===== src/rtl/instr_fetch_unit.sv =====
// Instruction fetch stage: reads four bytes from a byte-wide memory, assembles a
// big-endian word and offers it to decode over a valid/ready handshake.
module instr_fetch_unit #(
   parameter int MEM_BYTES = 128,
   parameter int ADDR_W    = 7
) (
   input  logic              clk,
   input  logic              rst,
   input  logic              start,
   output logic              mem_rd,
   output logic [ADDR_W-1:0] mem_addr,
   input  logic [7:0]        mem_rdata,
   output logic [31:0]       instr,
   output logic [ADDR_W-1:0] instr_pc,
   output logic              instr_valid,
   input  logic              instr_ready,
   output logic              busy,
   output logic              halted,
   output logic              halt_cause
);

   localparam logic [1:0] S_IDLE  = 2'd0;
   localparam logic [1:0] S_FETCH = 2'd1;
   localparam logic [1:0] S_VALID = 2'd2;
   localparam logic [1:0] S_HALT  = 2'd3;

   localparam logic [ADDR_W-1:0] LAST_PC = ADDR_W'(MEM_BYTES - 4);
   localparam logic [ADDR_W-1:0] PC_STEP = ADDR_W'(4);

   logic [1:0]        state;
   logic [ADDR_W-1:0] pc;
   logic [2:0]        cnt;
   logic [31:0]       asm_q;
   logic [31:0]       instr_q;
   logic [ADDR_W-1:0] instr_pc_q;
   logic [ADDR_W-1:0] addr_q;
   logic              cause_q;

   logic              issue;
   logic [ADDR_W-1:0] issue_addr;
   logic [31:0]       word_next;

   // Issue cycles are cnt 0..3; cnt 1..4 are the data cycles for bytes 0..3.
   assign issue      = (state == S_FETCH) && !cnt[2];
   assign issue_addr = pc + {{(ADDR_W-2){1'b0}}, cnt[1:0]};

   // NOTE: every variable in always_comb gets a default first so no latch is inferred.
   always_comb begin
      word_next = asm_q;
      case (cnt)
         3'd1:    word_next[31:24] = mem_rdata;
         3'd2:    word_next[23:16] = mem_rdata;
         3'd3:    word_next[15:8]  = mem_rdata;
         3'd4:    word_next[7:0]   = mem_rdata;
         default: ;
      endcase
   end

   // NOTE: sequential state uses non-blocking assignments so all registers update together.
   always_ff @(posedge clk) begin
      if (rst) begin
         state      <= S_IDLE;
         pc         <= '0;
         cnt        <= '0;
         asm_q      <= '0;
         instr_q    <= '0;
         instr_pc_q <= '0;
         addr_q     <= '0;
         cause_q    <= 1'b0;
      end else begin
         case (state)
            S_IDLE: begin
               if (start) begin
                  state <= S_FETCH;
                  cnt   <= '0;
               end
            end
            S_FETCH: begin
               if (issue) addr_q <= issue_addr;
               if (cnt != 3'd0) asm_q <= word_next;
               if (cnt == 3'd4) begin
                  if (word_next == 32'd0) begin
                     state   <= S_HALT;
                     cause_q <= 1'b0;
                  end else begin
                     state      <= S_VALID;
                     instr_q    <= word_next;
                     instr_pc_q <= pc;
                  end
               end else begin
                  cnt <= cnt + 3'd1;
               end
            end
            S_VALID: begin
               if (instr_ready) begin
                  if (pc == LAST_PC) begin
                     state   <= S_HALT;
                     cause_q <= 1'b1;
                  end else begin
                     state <= S_FETCH;
                     pc    <= pc + PC_STEP;
                     cnt   <= '0;
                  end
               end
            end
            default: ;
         endcase
      end
   end

   // The address register keeps the last issued address visible while idle.
   assign mem_rd      = issue;
   assign mem_addr    = issue ? issue_addr : addr_q;
   assign instr       = instr_q;
   assign instr_pc    = instr_pc_q;
   assign instr_valid = (state == S_VALID);
   assign busy        = (state == S_FETCH) || (state == S_VALID);
   assign halted      = (state == S_HALT);
   assign halt_cause  = cause_q;

endmodule


===== config.mk =====
export PLATFORM = sky130hd
export DESIGN_NAME = instr_fetch_unit
export DESIGN_NICKNAME = d
export VERILOG_FILES = /design/src/rtl/instr_fetch_unit.sv
export SDC_FILE = /design/constraint.sdc
export NUM_CORES = 1
export LEC_CHECK = 0
export ABC_AREA = 1
export CAP_MARGIN = 20
export CELL_PAD_IN_SITES_DETAIL_PLACEMENT = 0
export CELL_PAD_IN_SITES_GLOBAL_PLACEMENT = 2
export CORE_MARGIN = 2
export CORE_UTILIZATION = 32
export DETAILED_ROUTE_END_ITERATION = 8
export PLACE_DENSITY_LB_ADDON = 0.1
export SETUP_SLACK_MARGIN = 0.15
export SYNTH_ARGS = -nofsm -noshare
export SYNTH_HDL_FRONTEND = slang
export SYNTH_SLANG_ARGS = --single-unit

===== constraint.sdc =====
create_clock -name clk -period 5.3 [get_ports clk]
set_clock_uncertainty 0.1 [all_clocks]
set_input_delay 1.59 -clock clk [delete_from_list [all_inputs] [get_ports clk]]
set_output_delay 1.59 -clock clk [all_outputs]
set_load 0.05 [all_outputs]

# [After elaboration in Yosys (flattened, before gate mapping)]
# Index checks and enable logic that the tools add are counted.
# W data, S select, Z words.
[totals] register_bits=91 inputBits=12 word_cells=63 output_inout_bits=51
[op_classes] n_addsub=3 n_reduce_logical=14 mux=21 eq_ne=15 bitwise_logic=2
[op_table] cell="$logic_not A32 Y1" count=1
[op_table] cell="$mux W8" count=4
[op_table] cell="$mux W3" count=4
[op_table] cell="$reduce_and A5 Y1" count=2
[op_table] cell="$pmux W3 S3" count=1
[op_table] cell="$mux W2" count=4
[op_table] cell="$ne A2 B1 Y1 const B" count=4
[op_table] cell="$add A7 B2 Y7" count=1
[op_table] cell="$add A7 B3 Y7 const B" count=1
[op_table] cell="$eq A7 B7 Y1 const B" count=1
[op_table] cell="$mux W7" count=1
[op_table] cell="$eq A3 B2 Y1 const B" count=2
[op_table] cell="$ne A2 B2 Y1 const B" count=3
[op_table] cell="$pmux W2 S3" count=1
[op_table] cell="$reduce_and A3 Y1" count=2
[op_table] cell="$reduce_bool A3 Y1" count=2
[op_table] cell="$mux W1" count=5
[op_table] cell="$eq A2 B2 Y1 const B" count=2
[op_table] cell="$reduce_and A4 Y1" count=1
[op_table] cell="$add A3 B1 Y3 const B" count=1
[op_table] cell="$eq A3 B1 Y1 const B" count=1
[op_table] cell="$eq A3 B3 Y1 const B" count=1
[op_table] cell="$eq A2 B1 Y1 const B" count=1
[op_table] cell="$logic_not A2 Y1" count=1
[op_table] cell="7 further kinds" count=8

# [Longest topological paths before layout]
# Gate-level depths: netlist of run 1.
[depth] depth_word=6 mapped_depth=16 mapped_depth_nobuf=15

# [Worst setup path after synthesis of run 1]
# OpenSTA, ideal clock, no wires.
[synth_path] path_kind="register to output" start="register state[1]" end="output port mem_addr[0]" arrival_time_ps=2188 required_time_ps=3610 path_stages_with_launch=8 path_slack_ps=1422 n_path_buf=0 cell_sequence="dfxtp_1 > inv_1 > ha_1 > inv_1 > nor2_1 > inv_1 > o21ai_0 > inv_1"
[synth_via] elab_chain_cells=3
[synth_rtl] element="start, declared" line_no="30" rtl="logic [1:0] state;"
[synth_rtl] element="start signal, assigned" line_no="62" rtl="state <= S_IDLE;"
[synth_rtl] element="start signal, assigned" line_no="74" rtl="state <= S_FETCH;"
[synth_rtl] element="start signal, assigned" line_no="83" rtl="state <= S_HALT;"
[synth_rtl] element="$eq A2 B1 Y1" line_no="44" rtl="assign issue = (state == S_FETCH) && !cnt[2];"
[synth_rtl] element="$logic_and A1 B1 Y1" line_no="44"
[synth_rtl] element="net mem_rd" line_no="10" rtl="output logic mem_rd,"
[synth_rtl] element="$mux W7"
[synth_rtl] element="end, declared" line_no="11" rtl="output logic [ADDR_W-1:0] mem_addr,"
# The timed path passes the listed nets, and every way through them passes these cells.

# [Worst setup path after layout of run 1]
[layout_path] start="register state[1]" end="output port mem_addr[1]"
[layout_via] elab_chain_cells=3
[layout_rtl] element="$eq A2 B1 Y1" line_no="44"
[layout_rtl] element="$logic_and A1 B1 Y1" line_no="44"
[layout_rtl] element="$mux W7"
# No other way between the ends.

==> results of run 1 <==
[per-stage QoR]
step	instances	setup slack, ns
6_report	790	0.774
5_1_grt	790	0.387
4_1_cts	790	0.690
3_5_place_dp	774	1.08
3_3_place_gp	774	1.10
2_1_floorplan	572	1.42
[routing by layer]
| metal | vias up | track usage |
|---|---|---|
| met5 | - | 0 |
| met4 | 0 | 0.0397 |
| met3 | 8 | 0.0518 |
| met2 | 82 | 0.268 |
| met1 | 1625 | 0.244 |
| li1 | 1949 | - |
[cell usage in the layout, fill, tap and decap left out, types with 2 or more instances in the layout]
cell type,netlist,final
conb_1,1,2
clkdlybuf4s50_1,0,60
o21ai_1,11,11
nand3_1,40,40
nand2_2,3,3
o21ai_0,44,44
ha_1,11,11
nand2_1,124,124
a211oi_1,4,4
clkbuf_1,14,2
nor3_1,4,4
buf_4,3,9
nor2_1,47,46
clkbuf_16,0,9
a21oi_1,77,76
inv_1,56,56
clkinv_2,0,2
clkbuf_8,0,2
dfxtp_1,87,87
or2_2,7,7
nand4_1,15,15
[worst min-delay path: stages, from the launching register on]
cell and delay, ns:
dfxtp_1 0.31, nand2_1 0.06, a21oi_1 0.05
[registers in the layout, indices dropped and copies added, names as in the netlist]
signal,flops
instr_pc,5
addr_q,7
halt_cause,1
state,2
pc,5
instr,32
cnt,3
asm_q,32
[final timing paths]
kind                                 from          end  slack (ns)  depth (start not counted)
worst max register to register     cnt[2]    instr[16]        2.41                         12
worst min register to register  instr[28]    instr[28]        0.36                          2
worst max-delay path             state[1]  mem_addr[1]        0.77                          8
worst min-delay path            instr[28]    instr[28]        0.36                          2
[cell type report]
| type | instances | area (µm²) | share of cell area |
|---|---|---|---|
| inverter | 57 | 214 | 0.0427 |
| tap | 168 | 210 | 0.0419 |
| sequential | 87 | 1740 | 0.347 |
| clock buffer | 13 | 260 | 0.0519 |
| timing repair buffer | 69 | 668 | 0.133 |
| multi-input combinational | 393 | 1900 | 0.380 |
| clock inverter | 3 | 17.5 | 0.00349 |
[report_power, final]
part           switching (mW)  leakage [nW]  internal, mW
combinational           0.813          1.25         0.342
clock                   0.258         0.136         0.342
sequential             0.0344         0.704         0.727
[kinds of logic (layout without fill, tap and decap cells)]
| logic type | Yosys count | in the layout | share of synthesized area |
|---|---|---|---|
| other | 1 | 2 | 0.000933 |
| AO/OA/AOI/OAI | 137 | 137 | 0.174 |
| XOR/XNOR | 1 | 1 | 0.00218 |
| adder cells (fa/ha/maj) | 11 | 11 | 0.0342 |
| AND/OR/NAND/NOR | 242 | 242 | 0.257 |
| buffers and inverters | 92 | 142 | 0.0987 |
| flip-flops | 87 | 87 | 0.433 |
==> impl_metrics.toml, run 1 <==
[status]
status = "completed"

[floorplanning]
die_w_um = 116
start_util = 0.331
core_area_um2 = 12200
die_h_um = 116
ios = 63
rows = 40
dieArea_um2 = 13500

[routing]
top_layer = "met4"
wl_met1_um = 5580
num_vias = 3664
drtIter0Drc = 182
drc = 0
route.met2.wl_um = 4900
drt-pass1-iter-count = 7
via_per_inst = 4.64
wire_per_inst_um = 14.1
ant_nets = 0
met3_length_um = 587
drt_wl_total_um = 11200

[worst_setup_path]
cp.arrival_ns = 2.84
start_kind = "flop"
crit_chain = "inv_1, ha_1, inv_1, nor2_1, inv_1, o21ai_0, inv_1, clkdlybuf4s50_1"
path_buf_inv = 5
required_ns = 3.61
worstSetupEndpointType = "output pin"
path_delay_family = "buffers and inverters"
worst-path-max-fanout = 9
crit_slowest_cell = "clkdlybuf4s50_1"
max_stage_delay_ns = 0.70
crit_path_frequent_cell = "inv_1"
path_class = "reg2out"

[logic_synthesis]
synth_commonest_cells = "nand2_1, dfxtp_1, a21oi_1"
async_flop_share = 0
synth_top_area_share = 0.433
avgSynthCellArea_um2 = 7.04
synth_cell_types = 25
synth_enable_flop_cells = 0
syn_inst = 571
yosysMostFrequentCell = "nand2_1"
seq_area_frac_synth = 0.433
ys.flop_type = "dfxtp_1"
synth_area_leaders = "dfxtp_1, nand2_1, a21oi_1"
yosys_warnings = 0
ys_seq_elements = 87
synth_area_um2 = 4020
synth_top_cell_by_area = "dfxtp_1"

[clocking]
cts_root_buf = "clkbuf_16"
cts_resized = 0
clk_latency_ns = 0.34
cts_tree = "done"
ctsHoldBuffers = 0
clk_pin_slew_ns = 0.06
htreeDepth = 3
ctsLongestPathBuffers = 2
post_cts_buffers = 0
cts.sinks = 87
cts_buffers = 9

[pwr]
power_density_nw_per_um2 = 502
peakVddDrop_mv = 0.260
finalPower_mw = 2.52
power_leakage_nw = 2.08

[place]
dpl.hpwl_um = 7700
portBuffers = 60
gp_routability_congestion = 0.754
place_area_um2 = 4740

[sta]
tightest_slew_ns = 0.579
min_period_ns = 4.53
slew_headroom = 0.613
hold_viol = 0
whs_ns = 0.363
timing.final.crit_share = 0.854
rsz0062_at_grt = "no"
setup_viol = 0
max_freq_mhz = 221
final_max_slew_viol_count = 0
setup-tns-final_ns = 0

[global_route]
grt_pass1_wl_um = 18000
grt_overflow_total = 0
grt_start_max_net_pins = 65
gr-usage-all-layers = 0.175
grt_pass1_vias = 3505
antenna_found_initial = 0

[final_layout]
fin_area_um2 = 5020
areaGrowthSynthToFinish_pct = 24.8
fin_nets = 640
postLayoutCoreUtil = 0.412
antenna_cells = 0
drive_gt1_frac = 0.0611
fillCellCount = 1315

[job]
cap_violations = 0

[hold_path]
hold_path_class = "reg2reg"
No activity file was read; power rests on OpenSTA's default activity.
==> run 2: changes to the inputs <==
--- a/config.mk
+++ b/config.mk
@@ -11,6 +11,7 @@
 export CELL_PAD_IN_SITES_GLOBAL_PLACEMENT = 2
 export CORE_MARGIN = 2
 export CORE_UTILIZATION = 32
+export CTS_CLUSTER_DIAMETER = 100
 export DETAILED_ROUTE_END_ITERATION = 8
 export PLACE_DENSITY_LB_ADDON = 0.1
 export SETUP_SLACK_MARGIN = 0.15
==> results of run 2 <==
No change in the layout: final DEF, timing and power equal those of run 1.
